[config.mk]
export PLATFORM = sky130hd
export DESIGN_NAME = rd_tran_sequencer
export DESIGN_NICKNAME = d
export VERILOG_FILES = /design/src/rtl/rd_tran_sequencer_pkg.sv /design/src/rtl/rd_burst_len_calc.sv /design/src/rtl/rd_tran_sequencer.sv
export SDC_FILE = /design/constraint.sdc
export NUM_CORES = 1
export LEC_CHECK = 0
export CAP_MARGIN = 5
export CORE_ASPECT_RATIO = 1.2
export CORE_MARGIN = 2
export CORE_UTILIZATION = 45
export CTS_BUF_LIST = sky130_fd_sc_hd__clkbuf_8
export DETAILED_ROUTE_END_ITERATION = 6
export PLACE_DENSITY_LB_ADDON = 0.2
export REMOVE_ABC_BUFFERS = 1
export SKIP_CTS_REPAIR_TIMING = 1
export SLEW_MARGIN = 20
export SYNTH_ARGS = -nofsm -noshare
export SYNTH_HDL_FRONTEND = slang
export SYNTH_SLANG_ARGS = --single-unit
[constraint.sdc]
create_clock -name clock -period 5.6 [get_ports clock]
set_input_delay 1.4 -clock clock [delete_from_list [all_inputs] [get_ports clock]]
set_output_delay 1.4 -clock clock [all_outputs]
set_load 0.05 [all_outputs]
[src/rtl/rd_tran_sequencer_pkg.sv]
// Shared encodings for the read transaction sequencer: FSM states, source op codes,
// AXI burst codes and the RRESP error bit.
package rd_tran_sequencer_pkg;

    localparam logic [2:0] ST_IDLE = 3'd0;
    localparam logic [2:0] ST_ADDR = 3'd1;
    localparam logic [2:0] ST_DATA = 3'd2;
    localparam logic [2:0] ST_POP  = 3'd3;
    localparam logic [2:0] ST_ERR  = 3'd4;

    localparam logic [1:0] OP_INCR  = 2'b00;
    localparam logic [1:0] OP_FIXED = 2'b01;

    localparam logic [1:0] BURST_INCR  = 2'b01;
    localparam logic [1:0] BURST_FIXED = 2'b00;

    localparam int unsigned RRESP_ERR_BIT      = 1;
    localparam int unsigned MAX_BEAT_SIZE_LOG2 = 3;

    // Low address bits that must be zero for a beat of 2**size bytes.
    function automatic logic [11:0] beat_mask(input logic [2:0] size);
        return 12'((12'd1 << size) - 12'd1);
    endfunction

endpackage

[src/rtl/rd_burst_len_calc.sv]
// Burst length = min(beats left, MAX_BURST_LEN, beats to next 4KB boundary).
// The 4KB term exists only when RD_TRAN_SEQ_4K_SPLIT_EN is defined, and only for INCR.
module rd_burst_len_calc #(
    parameter int unsigned BEATS_W       = 23,
    parameter int unsigned MAX_BURST_LEN = 16
) (
    input  logic [BEATS_W-1:0] beats_left_i,
    input  logic [11:0]        addr_lo_i,
    input  logic [2:0]         size_i,
    input  logic               incr_i,
    output logic [8:0]         len_o
);

`ifdef RD_TRAN_SEQ_4K_SPLIT_EN
    logic [12:0] dist;

    always_comb begin
        dist  = (13'h1000 - {1'b0, addr_lo_i}) >> size_i;
        len_o = 9'(MAX_BURST_LEN);
        if (32'(beats_left_i) < MAX_BURST_LEN) len_o = 9'(beats_left_i);
        if (incr_i && (dist < {4'b0000, len_o})) len_o = dist[8:0];
    end
`else
    logic unused_4k;
    assign unused_4k = ^{addr_lo_i, size_i, incr_i};

    always_comb begin
        len_o = 9'(MAX_BURST_LEN);
        if (32'(beats_left_i) < MAX_BURST_LEN) len_o = 9'(beats_left_i);
    end
`endif

endmodule

[src/rtl/rd_tran_sequencer.sv]
// Pops entries from the two-slot read transaction queue, splits each into AXI4 AR bursts
// and counts R beats. Define RD_TRAN_SEQ_4K_SPLIT_EN to keep INCR bursts inside 4KB pages.
module rd_tran_sequencer
    import rd_tran_sequencer_pkg::*;
#(
    parameter int unsigned MAX_TRAN_SIZE_WIDTH = 23,
    parameter int unsigned MAX_BURST_LEN       = 16
) (
    input  logic                           clock,
    input  logic                           reset,
    input  logic                           reqInQueue,
    input  logic                           dataValid,
    input  logic [31:0]                    srcAddr,
    input  logic [1:0]                     srcOp,
    input  logic [2:0]                     srcDataWidth,
    input  logic [MAX_TRAN_SIZE_WIDTH-1:0] numOfBytes,
    input  logic                           spaceWrTranQueue,
    output logic                           rdCache1Sel,
    output logic [1:0]                     clrRdTranQueue,
    output logic                           arvalid,
    output logic [31:0]                    araddr,
    output logic [7:0]                     arlen,
    output logic [2:0]                     arsize,
    output logic [1:0]                     arburst,
    input  logic                           arready,
    input  logic                           rvalid,
    input  logic                           rlast,
    input  logic [1:0]                     rresp,
    output logic                           rready,
    output logic                           tranDone,
    output logic                           tranErr
);

    localparam int unsigned BW  = MAX_TRAN_SIZE_WIDTH;
    localparam int unsigned BW1 = MAX_TRAN_SIZE_WIDTH + 1;

    logic [2:0]    state_q, state_d;
    logic          sel_q, sel_d;
    logic [31:0]   addr_q, addr_d;
    logic [BW-1:0] beats_q, beats_d;
    logic [8:0]    burst_q, burst_d;
    logic [8:0]    len_q, len_d;
    logic [2:0]    size_q, size_d;
    logic [1:0]    op_q, op_d;
    logic          err_q, err_d;
    logic [8:0]    len_w;
    logic [BW:0]   bytes_rnd;
    logic          bad_desc;
    logic          beat_err;

    rd_burst_len_calc #(
        .BEATS_W       (BW),
        .MAX_BURST_LEN (MAX_BURST_LEN)
    ) u_len (
        .beats_left_i (beats_q),
        .addr_lo_i    (addr_q[11:0]),
        .size_i       (size_q),
        .incr_i       (op_q == OP_INCR),
        .len_o        (len_w)
    );

    // Round the byte count up to whole beats before shifting.
    assign bytes_rnd = {1'b0, numOfBytes} + BW1'(beat_mask(srcDataWidth));
    assign bad_desc  = (srcDataWidth > 3'(MAX_BEAT_SIZE_LOG2)) || srcOp[1] ||
                       (numOfBytes == '0) || (|(srcAddr[11:0] & beat_mask(srcDataWidth)));

    always_comb begin
        state_d  = state_q;
        sel_d    = sel_q;
        addr_d   = addr_q;
        beats_d  = beats_q;
        burst_d  = burst_q;
        len_d    = len_q;
        size_d   = size_q;
        op_d     = op_q;
        err_d    = err_q;
        beat_err = 1'b0;
        case (state_q)
            ST_IDLE: begin
                if (reqInQueue && spaceWrTranQueue) begin
                    if (!dataValid) begin
                        state_d = ST_POP;
                    end else if (bad_desc) begin
                        state_d = ST_ERR;
                    end else begin
                        addr_d  = srcAddr;
                        beats_d = BW'(bytes_rnd >> srcDataWidth);
                        size_d  = srcDataWidth;
                        op_d    = srcOp;
                        err_d   = 1'b0;
                        state_d = ST_ADDR;
                    end
                end
            end
            ST_ADDR: begin
                if (arready) begin
                    burst_d = len_w;
                    len_d   = len_w;
                    state_d = ST_DATA;
                end
            end
            ST_DATA: begin
                if (rvalid) begin
                    // Beats past the local count, or rlast on the wrong beat, poison the entry;
                    // we still wait for rlast so the burst is fully drained before ERR.
                    beat_err = rresp[RRESP_ERR_BIT] || (burst_q == '0) ||
                               (rlast != (burst_q == 9'd1));
                    if (burst_q != '0) begin
                        burst_d = burst_q - 9'd1;
                        beats_d = beats_q - BW'(1);
                    end
                    err_d = err_q || beat_err;
                    if (rlast) begin
                        if (err_d) begin
                            state_d = ST_ERR;
                        end else if (beats_d == '0) begin
                            state_d = ST_POP;
                        end else begin
                            if (op_q == OP_INCR) addr_d = addr_q + (32'(len_q) << size_q);
                            state_d = ST_ADDR;
                        end
                    end
                end
            end
            ST_POP, ST_ERR: begin
                sel_d   = ~sel_q;
                state_d = ST_IDLE;
            end
            default: state_d = ST_IDLE;
        endcase
    end

    always_ff @(posedge clock or posedge reset) begin
        if (reset) begin
            state_q <= ST_IDLE;
            sel_q   <= 1'b0;
            addr_q  <= '0;
            beats_q <= '0;
            burst_q <= '0;
            len_q   <= '0;
            size_q  <= '0;
            op_q    <= '0;
            err_q   <= 1'b0;
        end else begin
            state_q <= state_d;
            sel_q   <= sel_d;
            addr_q  <= addr_d;
            beats_q <= beats_d;
            burst_q <= burst_d;
            len_q   <= len_d;
            size_q  <= size_d;
            op_q    <= op_d;
            err_q   <= err_d;
        end
    end

    assign rdCache1Sel = sel_q;

    always_comb begin
        arvalid        = 1'b0;
        araddr         = '0;
        arlen          = '0;
        arsize         = '0;
        arburst        = '0;
        rready         = 1'b0;
        clrRdTranQueue = '0;
        tranDone       = 1'b0;
        tranErr        = 1'b0;
        case (state_q)
            ST_ADDR: begin
                arvalid = 1'b1;
                araddr  = addr_q;
                arlen   = 8'(len_w - 9'd1);
                arsize  = size_q;
                arburst = (op_q == OP_FIXED) ? BURST_FIXED : BURST_INCR;
            end
            ST_DATA: rready = 1'b1;
            ST_POP: begin
                clrRdTranQueue[sel_q] = 1'b1;
                tranDone              = 1'b1;
            end
            ST_ERR: begin
                clrRdTranQueue[sel_q] = 1'b1;
                tranErr               = 1'b1;
            end
            default: ;
        endcase
    end

endmodule

After elaboration in Yosys (flattened, before gate mapping)
Cells that the tools add are included.
{"block": "word_totals", "regBits": 83, "inputBits": 70, "out_inout_bits": 52, "wordCells": 114}
{"block": "classes", "n_addsub": 6, "magnitude_cmp": 4, "eq_ne": 17, "shifts": 3, "n_mux": 48, "bitwise": 3, "reduce_logical": 24}
{"op": "$mux W32", "count": 9}
{"op": "$mux W23", "count": 7}
{"op": "$pmux W32 S2", "count": 1}
{"op": "$logic_not A23 Y1", "count": 2}
{"op": "$pmux W23 S2", "count": 1}
{"op": "$mux W9", "count": 4}
{"op": "$add A32 B32 Y32", "count": 1}
{"op": "$shl A9 B3 Y32", "count": 1}
{"op": "$add A23 B12 Y24", "count": 1}
{"op": "$mux W3", "count": 8}
{"op": "$shr A24 B3 Y23", "count": 1}
{"op": "$lt A23 B5 Y1 const B", "count": 1}
{"op": "$sub A23 B1 Y23 const B", "count": 1}
{"op": "$ne A2 B2 Y1 const B", "count": 9}
{"op": "$pmux W9 S2", "count": 1}
{"op": "$and A12 B12 Y12", "count": 1}
{"op": "$reduce_and A4 Y1", "count": 3}
{"op": "$reduce_or A12 Y1", "count": 1}
{"op": "$shl A1 B3 Y12 const A", "count": 1}
{"op": "$sub A12 B1 Y12 const B", "count": 1}
{"op": "$mux W1", "count": 11}
{"op": "$eq A9 B1 Y1 const B", "count": 1}
{"op": "$logic_not A9 Y1", "count": 1}
{"op": "$pmux W3 S3", "count": 1}
{"op": "26 further kinds", "count": 36}

Depth between registers and ports, before layout
Gate-level depths: netlist of run 1.
{"block": "depth", "word_depth": 10, "mapped_depth": 18, "mapped_depth_nobuf": 15}

Modules after synthesis
Synthesis of run 1 repeated with hierarchy kept, for this count alone.
{"block": "unflattened", "hier_cells": 1061, "hier_area_um2": 8280.4}
{"mod": "rd_tran_sequencer", "n_inst": 1, "cells_each": 1040, "area_per_inst_um2": 8130.3}
{"mod": "rd_burst_len_calc", "n_inst": 1, "cells_each": 21, "area_per_inst_um2": 150.1}

Least setup slack after synthesis of run 1
OpenSTA, ideal clock, no wires.
{"block": "synth_path", "path_type": "input-to-reg", "start": "in srcDataWidth[0]", "end": "reg beats_q[15]", "setup_ns": 0.124, "arrival_time_ns": 5.106, "required_time_ns": 5.476, "slack_ns": 0.370, "stages": 17, "path_buffers": 4, "cell_sequence": "clkbuf_1 clkbuf_1 clkbuf_1 nand2_1 ha_1 clkbuf_1 nor3_1 a21oi_1 o21ai_0 ha_1 or4_1 a31o_2 nand3_1 nor2_1 a2111oi_0 nor2_1 a211o_1"}
{"block": "synth_between", "elab_chain_len": 8, "word_cells_on_any_way": 16}
{"item": "start: declaration", "line": "rd_tran_sequencer.sv:15", "text": "input logic [2:0] srcDataWidth,"}
{"item": "$shl A1 B3 Y12", "line": "rd_tran_sequencer_pkg.sv:22", "text": "return 12'((12'd1 << size) - 12'd1);"}
{"item": "$sub A12 B1 Y12", "line": "rd_tran_sequencer_pkg.sv:22"}
{"item": "$add A23 B12 Y24", "line": "rd_tran_sequencer.sv:63", "text": "assign bytes_rnd = {1'b0, numOfBytes} + BW1'(beat_mask(srcDataWidth));"}
{"item": "$shr A24 B3 Y23", "line": "rd_tran_sequencer.sv:87", "text": "beats_d = BW'(bytes_rnd >> srcDataWidth);"}
{"item": "$mux W23", "line": "rd_tran_sequencer.sv:83", "text": "end else if (bad_desc) begin"}
{"item": "$mux W23", "line": "rd_tran_sequencer.sv:81", "text": "if (!dataValid) begin"}
{"item": "$mux W23", "line": "rd_tran_sequencer.sv:80", "text": "if (reqInQueue && spaceWrTranQueue) begin"}
{"item": "$pmux W23 S2", "line": "rd_tran_sequencer.sv:78", "text": "case (state_q)"}
{"item": "end signal: assignment", "line": "rd_tran_sequencer.sv:148", "text": "beats_q <= beats_d;"}
{"item": "end: declaration", "line": "rd_tran_sequencer.sv:40", "text": "logic [BW-1:0] beats_q, beats_d;"}
Several ways; a longest one is shown, not always the timed one. The select of a mux whose other input is x is not followed.
A chain may end at the register's enable or synchronous reset.

Final worst setup path of run 1
{"block": "layout_path", "start": "reg beats_q[18]", "end": "out arlen[1]"}
{"block": "layout_between", "elab_chain_len": 4}
{"item": "$lt A23 B5 Y1", "line": "rd_burst_len_calc.sv:29", "text": "if (32'(beats_left_i) < MAX_BURST_LEN) len_o = 9'(beats_left_i);"}
{"item": "$mux W9", "line": "rd_burst_len_calc.sv:29"}
{"item": "$sub A8 B1 Y8", "line": "rd_tran_sequencer.sv:173", "text": "arlen = 8'(len_w - 9'd1);"}
{"item": "$mux W8", "line": "rd_tran_sequencer.sv:169", "text": "case (state_q)"}
{"item": "end: declaration", "line": "rd_tran_sequencer.sv:22", "text": "output logic [7:0] arlen,"}
Every way passes these cells.

==> impl_metrics.toml, run 1 <==
[power]
power.density_cell_area_nw_per_um2 = 375
power.leakage_nw = 3.98
max-vdd-ir-drop_uv = 129

[synth]
synth.lib_cells_used.distinct = 80
syn-cell-area_um2 = 8050
syn_inst = 1057
synth_seq_area_share_pct = 25.8
count_of_synthesis_stage_warnings_from_yosys = 0
synth_ff_type = "sky130_fd_sc_hd__dfrtp_1"
syn_avg_cell_area_um2 = 7.61
flip_flop_and_latch_count_after_synthesis = 83
count_of_flip_flops_with_a_built_in_enable_after_synthesis = 0
async_flop_share_pct = 100

[global_route]
global_route.overflow_total = 0
maximum_number_of_pins_on_one_net_before_global_route_repair = 78
wire_length_of_the_first_global_routing_pass_mm = 39.1
first_global_vias = 7809
grt_usage_pct = 25.1
initial_antenna_violation_count = 0

[min_path]
worstHoldPathType = "flip-flop to flip-flop"
min_from = "err_q"

[cts]
cts_buffers = 9
cts-root-buf = "sky130_fd_sc_hd__clkbuf_8"
worstSkewPairLatency_ns = 0.38
clkSinkCount = 83
ctsHtreeMaxLevel = 3
tritoncts = "yes"
clockBufferDepth = 2
clkSlewWorstSetupHoldPaths_ns = 0.09

[finish]
final_common_cell = "sky130_fd_sc_hd__nand2_1"
antenna_cells_inserted = 0
area_occupied_by_multi_input_gates_um2 = 5580
fillerInstances = 1725
layout.nets = 1248
layout.cells.most_common_list = "sky130_fd_sc_hd__nand2_1, sky130_fd_sc_hd__clkdlybuf4s50_1, sky130_fd_sc_hd__nor2_1, sky130_fd_sc_hd__o21ai_0, sky130_fd_sc_hd__dfrtp_1"
finish.cell_count_without_fillers = 1369
postLayoutCellArea_um2 = 9610
area_growth_syn_to_layout_pct = 19.4
layout.area.seq_um2 = 2080
layout_cell_share_with_drive_strength_beyond_1_pct = 6.70

[timing]
worst_clock_skew_ns = 0.00549
layout_worst_path_cycle_share_pct = 95.6
maxSlewViolCount = 0
setup_tns_ns = 0
worst_slew_margin_rel_pct = 35.9
clock.fmax_mhz = 187
grt_setup_unrepaired = "no"
hold_viol = 0
period_needed_ns = 5.35
tightest_slew_ns = 0.961
setup_viol = 0

[setup_path]
worst_r2r_startpoint = "size_q[1]"
crit_path_start_kind = "flip-flop"
required_ns = 4.20
setup.worst_path.class = "flip-flop to primary output"
critPathMaxFanout = 4
critical_path.slowest_cell = "sky130_fd_sc_hd__clkdlybuf4s50_1"
highest_cell_delay_on_the_worst_timing_path_ns = 0.83
crit_family = "simple AND/OR/NAND/NOR gates"
worst-endpoint-arrival_ns = 3.95
worst-path-buf-inv = 1
worst_setup_path_end_kind = "primary output"
first_element_of_the_critical_path = "beats_q[18]"
worstPathCellList = "or4_1 > or2_2 > nor3_1 > nand2_1 > nor2_1 > nand2_1 > ha_1 > nor2_1 > clkdlybuf4s50_1"

[floorplanning]
floorplan.initialDensity_pct = 46.0
design.portCount = 122
core_region_area_um2 = 17500
chipWidth_um = 126
floorplan.rows = 53
design.die.area_um2 = 19000
floorplan.die.height_um = 150

[placed_design]
port_buffers = 119
dpl_cell_area_um2 = 9410
gp_routability_congestion = 0.908
placed_cells = 1353
place_hpwl_mm = 17.9

[route]
routed_via_density = 5.93
detail-route-antenna-nets = 0
drcViolationCount = 0
avgRoutedWirePerCell_um = 17.2
drt_pre_antenna_iters = 5
totalWireLength_mm = 23.5
dr_total_vias = 8120
drt-initial-drc-count = 569

[run_status]
status = "finished, final reports clean"

[job]
max-cap-violations = 0
==> per-layer routing <==
layer | vias to the layer above | wire, um | global-route usage [%] | share of wire (%)
met5 | - | 0 | 0 | 0
li1 | 4050 | - | - | -
met1 | 3794 | 10100 | 30.3 | 43
met4 | 0 | 770 | 10.7 | 3.3
met3 | 46 | 927 | 2.03 | 3.9
met2 | 230 | 11700 | 45.8 | 50
==> kinds of logic (layout without fill, tap and decap cells) <==
kind of cell               Yosys count  count (layout)  share of synthesized area, %
adders and majority gates           34              34                          5.47
xor gates and xnor gates            39              39                          4.24
and+or+nand+nor                    447             447                          28.1
AOI/OAI and AO/OA                  311             311                          24.9
other                                1               3                        0.0466
muxes                               44              44                          6.48
DFF                                 83              83                          25.8
buffers and inverters               98             188                          4.91
==> metrics by stage <==
stage / hold slack [ns] / worst slack (ns) / util (%) / total power, W
3_5_place_dp: 0.467 / 0.201 / 53.7 / 0.00315
2_1_floorplan: 0.439 / 0.736 / - / 0.00252
3_3_place_gp: 0.466 / 0.222 / 53.7 / 0.00311
6_report: 0.490 / 0.249 / 54.9 / 0.00360
4_1_cts: 0.491 / 0.179 / 54.9 / 0.00361
5_1_grt: 0.526 / 0.0857 / 54.9 / 0.00390
==> state kept, by name, indices dropped and copies added (netlist names) <==
name	cells
len_q	9
burst_q	9
err_q	1
size_q	3
op_q	2
rdCache1Sel	1
state_q	3
addr_q	32
beats_q	23
==> cell usage after synthesis (15+ instances only) <==
master	number	area share, %
sky130_fd_sc_hd__nand3_1	29	1.8
sky130_fd_sc_hd__xor2_1	22	2.4
sky130_fd_sc_hd__a21o_1	17	1.6
sky130_fd_sc_hd__nand2_1	129	6.0
sky130_fd_sc_hd__or3_1	15	1.2
sky130_fd_sc_hd__o21ai_0	90	5.6
sky130_fd_sc_hd__inv_1	32	1.5
sky130_fd_sc_hd__dfrtp_1	83	26
sky130_fd_sc_hd__nor4_1	29	2.3
sky130_fd_sc_hd__mux2i_1	24	3.0
sky130_fd_sc_hd__nor2_1	90	4.2
sky130_fd_sc_hd__mux2_4	15	2.8
sky130_fd_sc_hd__xnor2_1	17	1.9
sky130_fd_sc_hd__and2_1	43	3.3
sky130_fd_sc_hd__ha_1	32	5.0
sky130_fd_sc_hd__clkbuf_1	57	2.7
sky130_fd_sc_hd__nor3_1	36	2.2
sky130_fd_sc_hd__a21oi_1	75	4.7
sky130_fd_sc_hd__a31oi_1	15	1.2
==> worst min-delay path, stage by stage (launching register included) <==
cell                      delay (ns)
sky130_fd_sc_hd__dfrtp_1        0.36
sky130_fd_sc_hd__nand2_1        0.05
sky130_fd_sc_hd__nand2_1        0.05
==> power by group <==
| part | internal, W | total (W) | leakage (nW) | switching, W |
|---|---|---|---|---|
| clock network | 0.000215 | 0.000452 | 0.101 | 0.000237 |
| logic | 0.000812 | 0.00208 | 2.84 | 0.00127 |
| registers | 0.000801 | 0.00107 | 1.04 | 0.000264 |
==> worst paths after layout <==
check	cells past startpoint	to	slack (ns)
min in group asynchronous	2	addr_q[15]	1.53
max in group asynchronous	3	beats_q[3]	3.11
min reg2reg	2	err_q	0.49
min	2	err_q	0.49
max	9	arlen[1]	0.25
max reg2reg	12	addr_q[29]	1.36
==> cell type report <==
type	instances	share of cell area [%]
multi-input combinational	878	58.1
sequential	83	21.6
timing repair buffer	138	14.0
tap	220	2.87
clock buffer	10	1.43
inverter	34	1.34
clock inverter	6	0.599
Power figures use the tool's default switching activity.
==> run 2: changes to the inputs <==
- HOLD_SLACK_MARGIN: not set -> 0.03
==> results of run 2 <==
The final DEF is identical to that of run 1; final timing and power are the same.
